File: src/rtl/turn_signal_fsm.sv
// Turn-signal tail-light sequencer: switch sync, step prescaler, state reg.
// Optional hazard blink from IDLE on both switches: define TURN_HAZARD_EN.
module turn_signal_fsm #(
  parameter int unsigned TICK_DIV = 4,
  parameter int unsigned CNT_W    = 16
) (
  input  logic       clk,
  input  logic       Rn,
  input  logic [1:0] SW,
  output logic [2:0] CurrentState,
  output logic [2:0] NextState,
  output logic       turn_side,
  output logic       tick
);

  typedef enum logic [2:0] {
    IDLE = 3'd0,
    S1   = 3'd1,
    S2   = 3'd2,
    S3   = 3'd3,
    HAZ  = 3'd4
  } state_e;

  localparam logic [CNT_W-1:0] LAST = CNT_W'(TICK_DIV - 1);

  logic [1:0]       sync1_q, sync1_d;
  logic [1:0]       sync2_q, sync2_d;
  logic [CNT_W-1:0] cnt_q, cnt_d;
  state_e           state_q, state_d;
  logic             side_q, side_d;
  state_e           nxt;
  logic             side_n;
  logic [1:0]       sw_s;
  logic [1:0]       own_req;

  assign sw_s = sync2_q;

  // Two-flop synchroniser and free-running step prescaler.
  always_comb begin
    sync1_d = SW;
    sync2_d = sync1_q;
    tick    = (cnt_q == LAST);
    cnt_d   = tick ? '0 : cnt_q + 1'b1;
  end

  // Next-state decode; state and side only advance on a step tick.
  always_comb begin
    nxt     = IDLE;
    side_n  = side_q;
    own_req = side_q ? 2'b10 : 2'b01;
    case (state_q)
      IDLE: begin
        if (sw_s == 2'b01) begin
          nxt    = S1;
          side_n = 1'b0;
        end else if (sw_s == 2'b10) begin
          nxt    = S1;
          side_n = 1'b1;
`ifdef TURN_HAZARD_EN
        end else if (sw_s == 2'b11) begin
          nxt = HAZ;
`endif
        end else begin
          nxt = IDLE;
        end
      end
      S1: nxt = S2;
      S2: nxt = S3;
      S3: nxt = (sw_s == own_req) ? S1 : IDLE;
      default: nxt = IDLE;
    endcase
    state_d = tick ? nxt : state_q;
    side_d  = tick ? side_n : side_q;
  end

  // State, side, prescaler and synchroniser registers.
  always_ff @(posedge clk or negedge Rn) begin
    if (!Rn) begin
      sync1_q <= 2'b00;
      sync2_q <= 2'b00;
      cnt_q   <= '0;
      state_q <= IDLE;
      side_q  <= 1'b0;
    end else begin
      sync1_q <= sync1_d;
      sync2_q <= sync2_d;
      cnt_q   <= cnt_d;
      state_q <= state_d;
      side_q  <= side_d;
    end
  end

  assign CurrentState = state_q;
  assign NextState    = nxt;
  assign turn_side    = side_q;

endmodule

File: config.mk
export PLATFORM = sky130hd
export DESIGN_NAME = turn_signal_fsm
export DESIGN_NICKNAME = d
export VERILOG_FILES = /design/src/rtl/turn_signal_fsm.sv
export SDC_FILE = /design/constraint.sdc
export NUM_CORES = 1
export LEC_CHECK = 0
export CAP_MARGIN = 15
export CORE_MARGIN = 5
export CORE_UTILIZATION = 45
export DETAILED_ROUTE_END_ITERATION = 6
export DONT_BUFFER_PORTS = 1
export PLACE_DENSITY = 0.61
export SYNTH_ARGS = -nofsm -noshare
export SYNTH_HDL_FRONTEND = slang
export SYNTH_SLANG_ARGS = --single-unit
File: constraint.sdc
create_clock -name clk -period 1.7 [get_ports clk]
set_clock_uncertainty 0.1 [all_clocks]
set_input_delay 0.34 -clock clk [delete_from_list [all_inputs] [get_ports clk]]
set_output_delay 0.34 -clock clk [all_outputs]
set_load 0.01 [all_outputs]
==> results of run 1 <==
worst max-delay path by stage:
stage,cells after the start,from,endpoint
final,4,sw_s[1],NextState[0]
after global routing,4,sw_s[1],NextState[0]
after CTS,3,cnt_q[6],tick
after detailed placement,4,cnt_q[0],tick
after global placement,3,cnt_q[5],tick
after floorplan,5,cnt_q[0],CurrentState[0]
metal layers:
| metal | track usage, % | vias up | wire length [um] |
|---|---|---|---|
| met5 | 0 | - | 0 |
| met4 | 1.94 | 0 | 17 |
| met3 | 3.95 | 2 | 83 |
| met2 | 22.7 | 11 | 939 |
| met1 | 16.5 | 362 | 911 |
| li1 | - | 352 | - |
final cells by class:
cell class / instances / area, um^2 / area share, %
inverters: 4 / 15.0 / 1.11
clock inverters: 1 / 5.00 / 0.369
repair buffers: 24 / 199 / 14.7
well taps: 28 / 35.0 / 2.59
clock buffers: 3 / 22.5 / 1.66
multi-input cells: 60 / 503 / 37.1
flip-flops and latches: 23 / 576 / 42.5
repair_timing:
| item | CTS | global route |
|---|---|---|
| pin swaps | 4 | 0 |
| endpoints found under the hold margin | 25 | 0 |
| resized for setup | 4 | 3 |
| setup buffers | 4 | 0 |
| setup endpoints to repair | 3 | 4 |
| hold buffers | 3 | 0 |
cell families (layout without fill, tap and decap cells):
logic type / count (synthesis) / after routing / synth area share [%]
compound gates: 5 / 5 / 3.86
xor+xnor: 14 / 14 / 11.4
fa+ha+maj: 5 / 5 / 5.84
buf+inv: 7 / 32 / 3.85
flops: 23 / 23 / 53.7
mux: 1 / 1 / 1.40
other cells: 1 / 2 / 0.350
simple gates: 33 / 33 / 19.5
synthesized netlist by cell type (2+ instances only):
master / n
inv_1: 4
and4_1: 3
nor4_1: 2
nand3_1: 5
xnor2_1: 10
nand4_1: 2
nor2_1: 5
ha_1: 5
dfrtp_1: 23
buf_4: 2
xor2_1: 4
nand2_1: 6
power breakdown:
part / internal [uW] / total, uW / switching, uW / leakage [uW]
Sequential: 584 / 616 / 32.0 / 0.000300
Combinational: 138 / 296 / 157 / 0.000357
Clock: 88.2 / 259 / 171 / 0.0000177
Total: 811 / 1170 / 360 / 0.000675
flip-flops by register name, summed over array words and instances (netlist names):
| name | flops |
|---|---|
| cnt_q | 16 |
| sw_s | 2 |
| turn_side | 1 |
| CurrentState | 2 |
| sync1_q | 2 |
stage by stage:
stage	instances	area [um^2]	utilization, %	setup slack, ns
6_report	143	1360	60.7	-0.210
5_1_grt	143	1360	60.7	-0.320
4_1_cts	142	1320	59.2	-0.239
3_5_place_dp	131	1220	54.5	0.0109
3_3_place_gp	131	1220	54.5	0.0205
2_1_floorplan	90	1090	-	0.0310
worst max-delay path: stages, from the launching register on:
cell,delay [ns]
dfrtp_1,0.36
inv_1,0.04
ha_1,0.27
and2b_1,0.19
a211o_1,0.29
placed cells by master, fill, tap and decap left out, types with 2 or more instances in the layout:
master / n
buf_4: 19
nand2_1: 6
dlygate4sd3_1: 3
and4_4: 2
nor2_1: 5
nand4_1: 2
nand3_1: 5
dfrtp_1: 23
and4_1: 2
conb_1: 2
xor2_1: 4
inv_1: 4
clkbuf_4: 3
ha_1: 4
xnor2_1: 10
==> flow_summary.ini, run 1 <==
[setup_path]
crit_arrival_ns = 1.47
r2r_start = cnt_q[6]
worstPathMaxFanout = 2
r2r_setup_slack_ns = 0.08
startpoint_type = register
worstPathRequired_ns = 1.26
crit_type = reg2out
r2r_end = CurrentState[0]
reg2reg_depth = 4
cp-end-kind = output pin

[timing]
finalCritPeriodShare_pct = 112
fin_tns_setup_ns = -0.408
timing.final.ws_setup_ns = -0.210
fin_crit_ns = 1.91
setup_violations = 2
max_freq_mhz = 524
whs_ns = 0.160
slew_violations = 0
final_hold_viol_count = 0
rsz0062_at_grt = true

[global_route]
antenna_found_initial = 0
first_global_vias = 752
grt_max_degree = 24
overflow = 0
grt_pass1_wl_um = 3480
grt_use_total_pct = 13.2

[power_and_ir_drop]
p_leak_uw = 0.000675
ir_drop_mv = 0.616
cellPowerDensity_mw_per_mm2 = 864
power_uw = 1170

[clock_tree]
clk_pin_slew_ns = 0.13
insertion_delay_ns = 0.32
cts.sinks = 23
cts_tree = done
cts_root_buffer = clkbuf_4
cts_buffers = 3
cts_buffer_depth = 2
h-tree-depth = 1

[synthesis]
synth-seq-cells = 23
ys_types = 30
ys_warn_count = 0
yosys.area.top_type_share_pct = 53.7
synthCells = 89
synth-edff-count = 0
async_flop_share_pct = 100
synth_flop_cell = dfrtp_1
synth_area_leaders = dfrtp_1 (54%), xnor2_1 (8.2%), ha_1 (5.8%)
yosysTopAreaCell = dfrtp_1
synth.avg_cell_area_um2 = 12.0
synthesis.area_mm2 = 0.00107
yosysSeqAreaShare_pct = 53.7

[die]
initial_core_util_pct = 48.0
dieArea_mm2 = 0.00346
fp-row-count = 17
die_w_um = 58.8
die_y_um = 58.8
io_pins = 12
core_area_mm2 = 0.00223

[routing]
detail_route.first_pass.iterations = 4
vias_per_cell = 5.08
remaining_drc_errors = 0
route.vias.total = 727
routedWlPerCell_um = 13.6
totalWireLength_um = 1950
drtAntennaViolNets = 0
drt_iter0_drc = 21

[layout]
nNetsFinal = 125
num_antenna_cells = 0
layout-drive-gt1-share_pct = 31.3
fill_cells = 188
area_growth_pct = 26.5

[placed_design]
dp_hpwl_um = 1450
place_congestion = 0.743
io_buffers = 0

[run]
cap_viol_max_count = 0

[run_status]
outcome = finished, violations left
violations = setup timing

[hold_path]
hp-class = in2async
Note: power is estimated with default switching activity, not from simulation.
==> run 2: changes to the inputs <==
--- a/config.mk
+++ b/config.mk
@@ -7,10 +7,10 @@
 export LEC_CHECK = 0
 export CAP_MARGIN = 15
 export CORE_MARGIN = 5
-export CORE_UTILIZATION = 45
+export CORE_UTILIZATION = 40
 export DETAILED_ROUTE_END_ITERATION = 6
 export DONT_BUFFER_PORTS = 1
-export PLACE_DENSITY = 0.61
+export PLACE_DENSITY = 0.55
 export SYNTH_ARGS = -nofsm -noshare
 export SYNTH_HDL_FRONTEND = slang
 export SYNTH_SLANG_ARGS = --single-unit
==> flow_summary.ini, run 2 (synthesized netlist as in run 1, its figures left out) <==
[run_status]
outcome = finished, violations left
violations = setup timing

[routing]
vias_per_cell = 4.73
totalWireLength_um = 1780
remaining_drc_errors = 0
detail_route.first_pass.iterations = 3
routedWlPerCell_um = 12.6
drt_iter0_drc = 10
drtAntennaViolNets = 0
route.vias.total = 667

[timing]
setup_violations = 2
final_hold_viol_count = 0
slew_violations = 0
max_freq_mhz = 533
finalCritPeriodShare_pct = 110
worst_pin_slew_ns = 0.996
fin_crit_ns = 1.88
max_slew_margin_pct = 33.4
rsz0062_at_grt = true
timing.final.ws_setup_ns = -0.176
fin_tns_setup_ns = -0.337

[placed_design]
place_area_mm2 = 0.00120
io_buffers = 0
dp_hpwl_um = 1300
place_congestion = 0.677

[layout]
layout-drive-gt1-share_pct = 27.9
largest_reg_flops = 16
num_antenna_cells = 0
final_core_util_pct = 51.7
finalInstanceArea_mm2 = 0.00131
nNetsFinal = 121
final_cell_mix = dfrtp_1 (23), buf_4 (16), xnor2_1 (10)
layout_commonest_cell = dfrtp_1
largest-register = cnt_q
area_growth_pct = 21.8

[global_route]
grt_max_degree = 24
antenna_found_initial = 0
grt_pass1_wl_um = 3130
overflow = 0
grt_use_total_pct = 11.1
first_global_vias = 722

[power_and_ir_drop]
cellPowerDensity_mw_per_mm2 = 871
p_leak_uw = 0.000643
ir_drop_mv = 0.599

[clock_tree]
clk_pin_slew_ns = 0.12
cts_tree = done
insertion_delay_ns = 0.30
cts_buffer_depth = 2
cts.sinks = 23
cts_buffers = 3
h-tree-depth = 1
cts_root_buffer = clkbuf_4

[setup_path]
worstPathRequired_ns = 1.26
cp-end-kind = output pin
startpoint_type = register
crit_arrival_ns = 1.44
worstPathMaxFanout = 2
crit_type = reg2out

[die]
fp-row-count = 18
dieArea_mm2 = 0.00381
core_area_mm2 = 0.00252
initial_core_util_pct = 42.5
io_pins = 12
die_w_um = 61.7
die_y_um = 61.7

[hold_path]
hp-class = reg2reg

[run]
cap_viol_max_count = 0
[run 2: cell types whose count changed in the layout (fill, tap and decap cells not counted), sizes merged]
| cell | before | now |
|---|---|---|
| buf | 21 | 17 |
| clkbuf | 3 | 4 |
| clkinv | 1 | 0 |
[run 2: power breakdown]
group          internal [uW]  switching (uW)  leakage, uW
Sequential               584            29.9     0.000300
Clock                   91.4             156    0.0000150
Combinational            126             149     0.000328
Total                    802             335     0.000643
[run 2: metal layers]
| metal | track usage (%) | up-vias | share of wire, % |
|---|---|---|---|
| li1 | - | 344 | - |
| met3 | 3.72 | 2 | 3.7 |
| met1 | 14.4 | 313 | 50 |
| met5 | 0 | - | 0 |
| met2 | 17.9 | 8 | 45 |
| met4 | 2.73 | 0 | 0.84 |
[run 2: worst max-delay path, cell delays in order, from the launching register on]
cell and delay, ns:
dfrtp_1 0.40, ha_1 0.27, and2b_1 0.18, a211o_1 0.29
[run 2: area by class of cell]
class                   count  area [um^2]
flip-flops and latches     23          576
inverters                   4         15.0
repair buffers             20          161
fillers                   224         1220
multi-input cells          60          489
well taps                  30         37.5
clock buffers               4         26.3
[run 2: timing repair]
action / in CTS / in global routing
endpoints found under the hold margin: 25 / 0
hold buffers: 3 / 0
pin swaps: 2 / 2
endpoints found under the setup margin: 2 / 2
gates cloned: 0 / 0
buffers inserted: 3 / 0
gates resized for setup: 2 / 2
[run 2: worst paths after layout]
check / cells past startpoint / slack [ns] / end / from
worst max register to register: 5 / 0.09 / CurrentState[0] / cnt_q[0]
min in group asynchronous: 1 / 0.54 / CurrentState[0] / Rn
worst min-delay path: 0 / 0.27 / sw_s[1] / sync1_q[1]
worst min register to register: 0 / 0.27 / sw_s[1] / sync1_q[1]
max in group asynchronous: 1 / 0.37 / cnt_q[6] / Rn
worst max-delay path: 3 / -0.18 / NextState[0] / sw_s[0]
[run 2: through the flow]
step	hold slack [ns]	setup WS, ns	total power (uW)	std cells
after CTS	0.271	-0.197	1160	141
after global placement	-0.0549	0.0250	884	131
after floorplan	-0.0556	0.0310	802	90
after global routing	0.283	-0.258	1210	141
final	0.268	-0.176	1140	141
after detailed placement	-0.0549	0.0435	882	131
